## config.mk

```make
export PLATFORM = sky130hd
export DESIGN_NAME = sprite_scheduler
export DESIGN_NICKNAME = d
export VERILOG_FILES = /design/src/rtl/sprite_sched_pkg.sv /design/src/rtl/sprite_desc_table.sv /design/src/rtl/sprite_scheduler.sv
export SDC_FILE = /design/constraint.sdc
export NUM_CORES = 1
export LEC_CHECK = 0
export CAP_MARGIN = 20
export CORE_UTILIZATION = 32
export CTS_CLUSTER_DIAMETER = 60
export DETAILED_ROUTE_END_ITERATION = 8
export GPL_TIMING_DRIVEN = 1
export SKIP_LAST_GASP = 1
export SYNTH_ARGS = -nofsm -noshare
export SYNTH_HDL_FRONTEND = slang
export SYNTH_SLANG_ARGS = --single-unit
```

## constraint.sdc

```tcl
create_clock -name clk -period 4.5 [get_ports clk]
set_input_delay 0.9 -clock clk [delete_from_list [all_inputs] [get_ports clk]]
set_output_delay 0.9 -clock clk [all_outputs]
set_load 0.03 [all_outputs]
```

## src/rtl/sprite_sched_pkg.sv

```systemverilog
// Shared types and constants for the sprite draw-list scheduler.
package sprite_sched_pkg;

  localparam int unsigned SCHED_CORDW   = 10;
  localparam int unsigned SCHED_SPR_IDW = 4;

  localparam logic [1:0] STATUS_OVERRUN = 2'd0;
  localparam logic [1:0] STATUS_CLIP    = 2'd1;
  localparam logic [1:0] STATUS_WDOG    = 2'd2;

  typedef enum logic [2:0] {
    IDLE,
    FETCH,
    LOAD,
    CLEAR,
    DRAW,
    DRAIN,
    DONE
  } sched_state_t;

  typedef struct packed {
    logic                     valid;
    logic [SCHED_CORDW-1:0]   x;
    logic [SCHED_CORDW-1:0]   y;
    logic [2:0]               scale;
    logic [SCHED_SPR_IDW-1:0] id;
  } sprite_desc_t;

endpackage

```

## src/rtl/sprite_desc_table.sv

```systemverilog
// Sprite descriptor storage: one write port, one synchronous read-first read port.
module sprite_desc_table
  import sprite_sched_pkg::*;
#(
  parameter int unsigned  DEPTH = 16,
  localparam int unsigned AW    = $clog2(DEPTH)
) (
  input  logic         clk,
  input  logic         rst,
  input  logic         we,
  input  logic [AW-1:0] waddr,
  input  sprite_desc_t wdata,
  input  logic [AW-1:0] raddr,
  output sprite_desc_t rdata
);

  sprite_desc_t mem [DEPTH];

  // Read-first: a write to the address being read returns the old entry.
  always_ff @(posedge clk) begin
    if (rst) begin
      mem   <= '{default: '0};
      rdata <= '0;
    end else begin
      rdata <= mem[raddr];
      if (we) mem[waddr] <= wdata;
    end
  end

endmodule

```

## src/rtl/sprite_scheduler.sv

```systemverilog
// Per-frame draw-list walker sequencing the sprite renderer.
// Optional pass watchdog enabled by defining SPRITE_SCHED_WDOG_EN.
module sprite_scheduler
  import sprite_sched_pkg::*;
#(
  parameter int unsigned  CORDW       = 10,
  parameter int unsigned  MAX_SPRITES = 16,
  parameter int unsigned  SPR_IDW     = 4,
  parameter int unsigned  SPR_WIDTH   = 32,
  parameter int unsigned  SPR_HEIGHT  = 32,
  parameter int unsigned  H_RES       = 800,
  parameter int unsigned  V_RES       = 480,
  parameter int unsigned  WDOG_CYCLES = 65536,
  localparam int unsigned AW          = $clog2(MAX_SPRITES),
  localparam int unsigned CW          = $clog2(MAX_SPRITES) + 1
) (
  input  logic               clk,
  input  logic               rst,
  input  logic               frame_start,
  input  logic               cfg_we,
  input  logic [AW-1:0]      cfg_addr,
  input  logic [CORDW-1:0]   cfg_x,
  input  logic [CORDW-1:0]   cfg_y,
  input  logic [2:0]         cfg_scale,
  input  logic [SPR_IDW-1:0] cfg_id,
  input  logic               cfg_valid,
  output logic               ren_rst,
  output logic               ren_enable,
  output logic [CORDW-1:0]   ren_sx,
  output logic [CORDW-1:0]   ren_sy,
  output logic [2:0]         ren_scale,
  output logic [SPR_IDW-1:0] ren_sel,
  input  logic               ren_finished,
  output logic               busy,
  output logic               frame_done,
  output logic [CW-1:0]      drawn_cnt,
  output logic [2:0]         status
);

  localparam int unsigned BW = CORDW + 4;

  if (CORDW != SCHED_CORDW || SPR_IDW != SCHED_SPR_IDW || WDOG_CYCLES < 2 ||
      (MAX_SPRITES & (MAX_SPRITES - 1)) != 0) begin : g_bad_cfg
    $error("sprite_scheduler: unsupported parameter set");
  end

  sched_state_t  state;
  logic [AW-1:0] idx;
  sprite_desc_t  wr_desc;
  sprite_desc_t  rd_desc;
  logic [BW-1:0] x_end_c;
  logic [BW-1:0] y_end_c;
  logic          in_bounds_c;
  logic          last_c;
  logic          wdog_hit_c;

  assign wr_desc = '{valid: cfg_valid, x: cfg_x, y: cfg_y, scale: cfg_scale, id: cfg_id};

  sprite_desc_table #(.DEPTH(MAX_SPRITES)) u_table (
    .clk   (clk),
    .rst   (rst),
    .we    (cfg_we),
    .waddr (cfg_addr),
    .wdata (wr_desc),
    .raddr (idx),
    .rdata (rd_desc)
  );

  // Far edge of the scaled sprite; widened so the largest scale cannot wrap.
  assign x_end_c     = BW'(rd_desc.x) + BW'(SPR_WIDTH) * (BW'(rd_desc.scale) + BW'(1));
  assign y_end_c     = BW'(rd_desc.y) + BW'(SPR_HEIGHT) * (BW'(rd_desc.scale) + BW'(1));
  assign in_bounds_c = (x_end_c <= BW'(H_RES)) && (y_end_c <= BW'(V_RES));
  assign last_c      = (idx == AW'(MAX_SPRITES - 1));

`ifdef SPRITE_SCHED_WDOG_EN
  localparam int unsigned WW = $clog2(WDOG_CYCLES) + 1;
  logic [WW-1:0] wdog_cnt;

  // Counts cycles spent in DRAW for the current pass.
  always_ff @(posedge clk) begin
    if (rst || state != DRAW) wdog_cnt <= '0;
    else                      wdog_cnt <= wdog_cnt + WW'(1);
  end

  assign wdog_hit_c = (wdog_cnt == WW'(WDOG_CYCLES - 1));
`else
  assign wdog_hit_c = 1'b0;
`endif

  always_ff @(posedge clk) begin
    if (rst) begin
      state      <= IDLE;
      idx        <= '0;
      ren_rst    <= 1'b0;
      ren_enable <= 1'b0;
      ren_sx     <= '0;
      ren_sy     <= '0;
      ren_scale  <= '0;
      ren_sel    <= '0;
      busy       <= 1'b0;
      frame_done <= 1'b0;
      drawn_cnt  <= '0;
      status     <= '0;
    end else begin
      ren_rst    <= 1'b0;
      frame_done <= 1'b0;
      if (frame_start && state != IDLE) status[STATUS_OVERRUN] <= 1'b1;

      case (state)
        IDLE: begin
          if (frame_start) begin
            idx       <= '0;
            drawn_cnt <= '0;
            busy      <= 1'b1;
            state     <= FETCH;
          end
        end
        FETCH: state <= LOAD;
        LOAD: begin
          ren_sx    <= rd_desc.x;
          ren_sy    <= rd_desc.y;
          ren_scale <= rd_desc.scale;
          ren_sel   <= rd_desc.id;
          if (rd_desc.valid && in_bounds_c) begin
            ren_rst <= 1'b1;
            state   <= CLEAR;
          end else begin
            if (rd_desc.valid) status[STATUS_CLIP] <= 1'b1;
            if (last_c) begin
              frame_done <= 1'b1;
              state      <= DONE;
            end else begin
              idx   <= idx + AW'(1);
              state <= FETCH;
            end
          end
        end
        CLEAR: begin
          ren_enable <= 1'b1;
          state      <= DRAW;
        end
        DRAW: begin
          if (ren_finished) begin
            ren_enable <= 1'b0;
            drawn_cnt  <= drawn_cnt + CW'(1);
            state      <= DRAIN;
          end else if (wdog_hit_c) begin
            ren_enable          <= 1'b0;
            status[STATUS_WDOG] <= 1'b1;
            state               <= DRAIN;
          end
        end
        DRAIN: begin
          if (last_c) begin
            frame_done <= 1'b1;
            state      <= DONE;
          end else begin
            idx   <= idx + AW'(1);
            state <= FETCH;
          end
        end
        DONE: begin
          busy  <= 1'b0;
          state <= IDLE;
        end
        default: state <= IDLE;
      endcase
    end
  end

endmodule

```

==> reports/metrics.cfg, run 1 <==
[place]
dpl.hpwl_mm=38.7
place.gp.congestion=0.804
dp_slack_ps=1030
io_buffers=74

[floorplan]
std_cell_rows=95
design.portCount=76
dieArea_mm2=0.0694
die_h_um=264
core_mm2=0.0674
start_util_pct=32.5
die_w_um=264

[timing]
skew_ps=27.4
setup_slack_ps=1370
period_share_pct=69.5
slew_headroom_pct=24.8
fmax_ghz=0.320
slew_viol_final=0
tns_ps=0
worst_pin_slew_ps=1130
rsz0062_at_grt=false
setup_violations=0
min_period_ps=3130
hold_viol=0

[power]
vdd_ir_drop_max_mv=0.313
finalPower_mw=9.95
power.density_mw_per_mm2=395
p_leak_nw=7.96

[detailed_routing]
drt-total-wl_mm=65.7
dr.first_iter.drc_count=1761
num_vias=17665
ant_nets=0
drt_pass1_iterations=5
drc=0
viasPerCell=5.19
wl_per_cell_um=19.3

[synthesis]
syn_nets=2607
post_synth.cell_area_avg_um2=8.56
synth_enable_flop_cells=0
synthCells=2556
ys.flop_type=dfxtp_1
ys_ff_latch=521
synth.distinct_cells=54
synth_warnings=0
async_reset_ff_share_pct=0
ys_seq_area_share_pct=47.7
syn-cell-area_mm2=0.0219

[critical_path]
rr_endpoint=idx[2]$_SDFFE_PP0P_
required_ps=5010
critical_path_class=reg2reg
worst_ep_arrival_time_ps=3630
reg2reg_from=u_table.rdata[4]$_SDFF_PP0_
path_cells=ha_1 > xor2_1 > ha_1 > a21o_1 > a211oi_2 > nor2_1 > or4b_1 > or4_1 > o311ai_1
endpoint_kind=flip-flop
cp_max_fo=8
cp_num_buf_inv=0
cpMostUsedCell=ha_1
cpMaxStageDelayCell=or4b_1
critPathLaunchType=flip-flop
r2r_slack_ps=1370
crit_family=simple AND/OR/NAND/NOR gates
r2r_cells=9
crit_path_max_incr_delay_ps=650

[job]
drv_cap=0

[clock_tree]
cts.root.buffer_cell=clkbuf_16
cts_buffer_depth=3
numCtsBuffers=53
cts_resized=0
htree_levels=2
clkSinkCount=521
clock_latency_ps=620
post-cts-setup-buffers=0
clk_pin_slew_ps=70
postCtsHoldBufs=0
cts_tree=yes

[layout]
area_growth_pct=15.3
finalCoreUtilization_pct=37.4
diodes=0
drive_above_1_share_pct=11.9
fin_nets=2538
final_cell_mix=978 x nand2_1, 517 x dfxtp_1, 488 x a21oi_1, 140 x mux4_2, 73 x clkdlybuf4s50_1
final_common_cell=nand2_1

[worst_hold_path]
min_to=u_table.mem[158]$_SDFFE_PP0P_
hold_path.class=reg2reg
min-delay-start=u_table.mem[158]$_SDFFE_PP0P_
min_path_cells=2

[outcome]
status=finished clean

[grt]
grtUsageTotal_pct=18.8
antenna_found_initial=4
grt_pass1_wl_mm=102
grt_pass1_vias=16550
grt_max_degree=176
grt_overflow=0

==> power breakdown <==
part	internal (mW)	switching, mW	leakage, nW
clock	2.69	1.92	0.911
sequential	4.67	0.0489	4.21
combinational	0.220	0.403	2.84
==> cell usage after synthesis, drive strengths merged (2+ instances only) <==
cell / n / share of area [%]
a211oi: 3 / 0.13
and3: 2 / 0.057
mux4: 140 / 14
xor2: 6 / 0.24
ha: 12 / 0.69
nand3b: 2 / 0.069
o21ai: 10 / 0.23
nand2b: 6 / 0.17
nor2b: 34 / 0.97
buf: 32 / 0.63
nor4b: 3 / 0.12
or3b: 2 / 0.080
fa: 2 / 0.18
nor2: 29 / 0.50
or4: 5 / 0.17
nand2: 978 / 17
or3: 3 / 0.091
o211ai: 2 / 0.069
clkbuf: 206 / 3.5
nand4: 3 / 0.086
dfxtp: 521 / 48
a221oi: 2 / 0.080
nand3: 15 / 0.34
inv: 7 / 0.12
nand4b: 3 / 0.12
nor3: 14 / 0.39
or2: 2 / 0.069
a21o: 5 / 0.17
o311ai: 2 / 0.080
a21oi: 488 / 11
a31oi: 2 / 0.057
==> area by class of cell <==
class,instances,area (µm²)
clock buffer,79,1600
inverter,7,26.3
clock inverter,19,234
multi-input combinational,1790,10700
timing repair buffer,114,1180
tap,873,1090
sequential,521,10400
fill,6709,42200
==> tightest hold or removal path: stages (launching register included) <==
cell and delay [ps]:
dfxtp_1 300, nand2_1 50, a21oi_1 50
==> registers in the layout (all words and copies together), names as in the netlist <==
name / cells
ren_rst: 1
idx: 4
busy: 1
state: 3
u_table.mem: 448
u_table.rdata: 28
drawn_cnt: 5
frame_done: 1
ren_enable: 1
ren_sel: 4
ren_scale: 3
ren_sy: 10
ren_sx: 10
status: 2
==> cells by family (layout without fill, tap and decap cells) <==
family          Yosys count  count (layout)  share of synthesized area [%]
simple gates           1107            1107                           20.2
compound gates          521             521                           12.2
flops                   521             521                           47.7
buf+inv                 245             219                           4.29
mux                     141             141                           14.5
fa+ha+maj                14              14                          0.869
xor+xnor                  6               6                          0.240
other cells               1               1                         0.0171
==> worst max-delay path by stage <==
stage / endpoint / startpoint / cells past startpoint / slack (ps)
2_1_floorplan: idx[2]$_SDFFE_PP0P_ / u_table.rdata[4]$_SDFF_PP0_ / 9 / 1650
3_3_place_gp: u_table.mem[114]$_SDFFE_PP0P_ / cfg_addr[0] / 5 / 1070
3_5_place_dp: u_table.mem[136]$_SDFFE_PP0P_ / cfg_addr[0] / 5 / 1030
4_1_cts: idx[2]$_SDFFE_PP0P_ / u_table.rdata[4]$_SDFF_PP0_ / 9 / 1350
5_1_grt: idx[1]$_SDFFE_PP0P_ / u_table.rdata[4]$_SDFF_PP0_ / 9 / 1240
6_report: idx[2]$_SDFFE_PP0P_ / u_table.rdata[4]$_SDFF_PP0_ / 9 / 1370
==> metrics by stage <==
step                instance area, µm²  hold slack [ps]  instances
global route                     25200              464       3403
detailed placement               23400              444       3305
CTS                              25200              452       3403
global placement                 23400              437       3305
floorplan                        21900              417       2556
finish                           25200              452       3403
==> routing by layer <==
metal	part of all wire, %	vias to the layer above	routed length, µm	GRT usage, %
met3	7.1	90	4680	2.90
li1	-	8440	-	-
met5	0.021	-	14	0
met1	46	8567	30500	27.4
met2	45	566	29300	28.8
met4	1.8	2	1210	4.87
Note: power is estimated with default switching activity, not from simulation.
==> inputs of run 2 (changes only) <==
- clock period: 4.5 -> 2.7 ns (I/O delays scaled with it)
==> run 2 against run 1 <==
Core utilization increased by 1.1 points; wire length increased by 4.9%; sequential cell count stayed put; setup slack got worse by 1400 ps; sequential power increased by 67%; combinational power grew 81%; first-iteration DRC count decreased by 1.8%; fmax up 16%; register-to-register slack got worse by 1400 ps; highest routed layer unchanged.
==> reports/metrics.cfg, run 2 (synthesis gave the netlist of run 1 again) <==
[critical_path]
crit_family=simple AND/OR/NAND/NOR gates
cpMaxStageDelayCell=or4b_4
cp_max_fo=5  ; -3
worst_ep_arrival_time_ps=3210  ; -420 ps
path_cells=ha_4 > fa_2 > a21o_1 > a211oi_2 > nor2_1 > or4b_4 > or2_4 > a211o_1
required_ps=3210  ; -1800 ps
reg2reg_from=u_table.rdata[4]$_SDFF_PP0_
cp_num_buf_inv=0  ; unchanged
r2r_cells=8  ; -1
endpoint_kind=flip-flop
rr_endpoint=idx[3]$_SDFFE_PP0P_
worstSetupStartpoint=u_table.rdata[4]$_SDFF_PP0_
crit_path_max_incr_delay_ps=560  ; -90 ps
critical_path_class=reg2reg
r2r_slack_ps=4  ; -1370 ps
critPathLaunchType=flip-flop

[power]
vdd_ir_drop_max_mv=0.484  ; +54%
p_leak_nw=8.31  ; +4.4%
power.density_mw_per_mm2=645  ; +64%

[timing]
period_share_pct=99.8  ; +30 points
hold_viol=0  ; unchanged
setup_violations=0  ; unchanged
worst_pin_slew_ps=979  ; -148 ps
slew_headroom_pct=34.7  ; +9.9 points
tns_ps=0  ; unchanged
slew_viol_final=0  ; unchanged
fmax_ghz=0.371  ; +16%
setup_slack_ps=4.13  ; -1370 ps
rsz0062_at_grt=true
skew_ps=24.0  ; -3.44 ps
min_period_ps=2700  ; -429 ps

[floorplan]
die_h_um=264  ; unchanged
dieArea_mm2=0.0694  ; unchanged
design.portCount=76  ; unchanged
core_mm2=0.0674  ; unchanged
start_util_pct=32.5  ; unchanged
die_w_um=264  ; unchanged
std_cell_rows=95  ; unchanged

[layout]
finalCoreUtilization_pct=38.5  ; +1.1 points
reg_top3=u_table.mem x448, u_table.rdata x28
layout.cells.non_filler=3467  ; +1.9%
largest_reg_flops=448  ; unchanged
area_growth_pct=18.7
final_common_cell=nand2_1
drive_above_1_share_pct=14.0  ; +2.1 points
final_cell_mix=978 x nand2_1, 515 x dfxtp_1, 488 x a21oi_1, 140 x mux4_2, 73 x clkdlybuf4s50_1
ff_latch_area_mm2=0.0104  ; about the same
fillers=6705  ; -0.060%
fin_nets=2601  ; +2.5%
multi_input_area_mm2=0.0107  ; +0.35%
design_area_mm2=0.0260  ; +3.0%
top_register=u_table.mem

[grt]
grtUsageTotal_pct=19.6  ; +0.81 points
grt_pass1_vias=17197  ; +3.9%
grt_pass1_wl_mm=105  ; +3.7%
grt_max_degree=141  ; -20%
antenna_found_initial=7  ; +3
grt_overflow=0  ; unchanged

[detailed_routing]
num_vias=17926  ; +1.5%
drt_pass1_iterations=6  ; +1
drc=0  ; unchanged
ant_nets=0  ; unchanged
wl_per_cell_um=19.9  ; +3.0%
dr.first_iter.drc_count=1730  ; -1.8%
drt-total-wl_mm=68.9  ; +4.9%
viasPerCell=5.17  ; -0.40%

[clock_tree]
cts_buffer_depth=3  ; unchanged
clkSinkCount=521  ; unchanged
cts_tree=yes
numCtsBuffers=56  ; +5.7%
htree_levels=2  ; unchanged
clock_latency_ps=650  ; +30 ps
clk_pin_slew_ps=60  ; about the same
cts.root.buffer_cell=clkbuf_16
postCtsHoldBufs=0  ; unchanged
post-cts-setup-buffers=0  ; unchanged

[worst_hold_path]
hold_path.class=in2reg
min_path_cells=2  ; unchanged
min-delay-start=rst
min_to=status[0]$_SDFFE_PP0P_

[place]
dp_slack_ps=-71.1  ; -1100 ps
placed_cells=3365  ; +1.8%
io_buffers=74  ; unchanged
place.gp.congestion=0.817  ; +1.7%
dpl_cell_area_mm2=0.0241  ; +3.1%
dpl.hpwl_mm=41.4  ; +7.2%

[outcome]
status=finished clean

[job]
drv_cap=0  ; unchanged

==> run 2: cell count changes in the layout (fill, tap and decap cells not counted), moves of 2 or more <==
cell       change
clkbuf_1       +9
ha_1           -2
clkbuf_16      +2
buf_12        +19
inv_16         +2
clkinv_2       -6
dfxtp_1        -2
clkbuf_8       -4
buf_4         +41
==> run 2: report_power, final <==
part	internal (mW)	switching, mW
Sequential	7.78	0.0841
Clock	4.47	3.29
Combinational	0.436	0.697
Total	12.7	4.08
==> run 2: worst max path at each step <==
| stage | to | slack [ps] | cells after the start |
|---|---|---|---|
| 4_1_cts | idx[2]$_SDFFE_PP0P_ | 6 | 10 |
| 5_1_grt | idx[3]$_SDFFE_PP0P_ | -70 | 9 |
| 6_report | idx[3]$_SDFFE_PP0P_ | 4 | 8 |
| 3_5_place_dp | idx[2]$_SDFFE_PP0P_ | -70 | 9 |
| 2_1_floorplan | idx[2]$_SDFFE_PP0P_ | 2 | 10 |
| 3_3_place_gp | idx[2]$_SDFFE_PP0P_ | -30 | 9 |
==> run 2: worst reg2reg max path, stage by stage, from the launching register on <==
cell	delay (ps)
dfxtp_4	360
ha_4	260
fa_2	380
a21o_1	200
a211oi_2	210
nor2_1	80
or4b_4	560
or2_4	280
a211o_1	260
==> run 2: metal layers <==
metal | wire (µm) | GRT usage [%]
met3 | 5200 | 3.53
met1 | 29600 | 26.3
met2 | 32400 | 31.9
met5 | 55 | 0
met4 | 1670 | 6.13
==> run 2: what timing repair did <==
action                     CTS  global route
setup endpoints to repair    4             5
pin swaps                    5             1
resized for setup            3             3
==> run 2: through the flow <==
step	power [mW]	hold WS, ps
global placement	9.17	438
floorplan	8.74	417
global route	17.3	262
finish	16.8	272
detailed placement	9.18	444
CTS	16.9	240
==> run 2: final cells by class <==
class,count,area share (%)
Antenna cell,1,0.00963
Clock buffer,86,6.25
Clock inverter,15,0.867
Inverter,7,0.101
Multi-Input combinational cell,1790,41.2
Sequential cell,521,40.2
Tap cell,873,4.20
Timing Repair Buffer,174,7.21
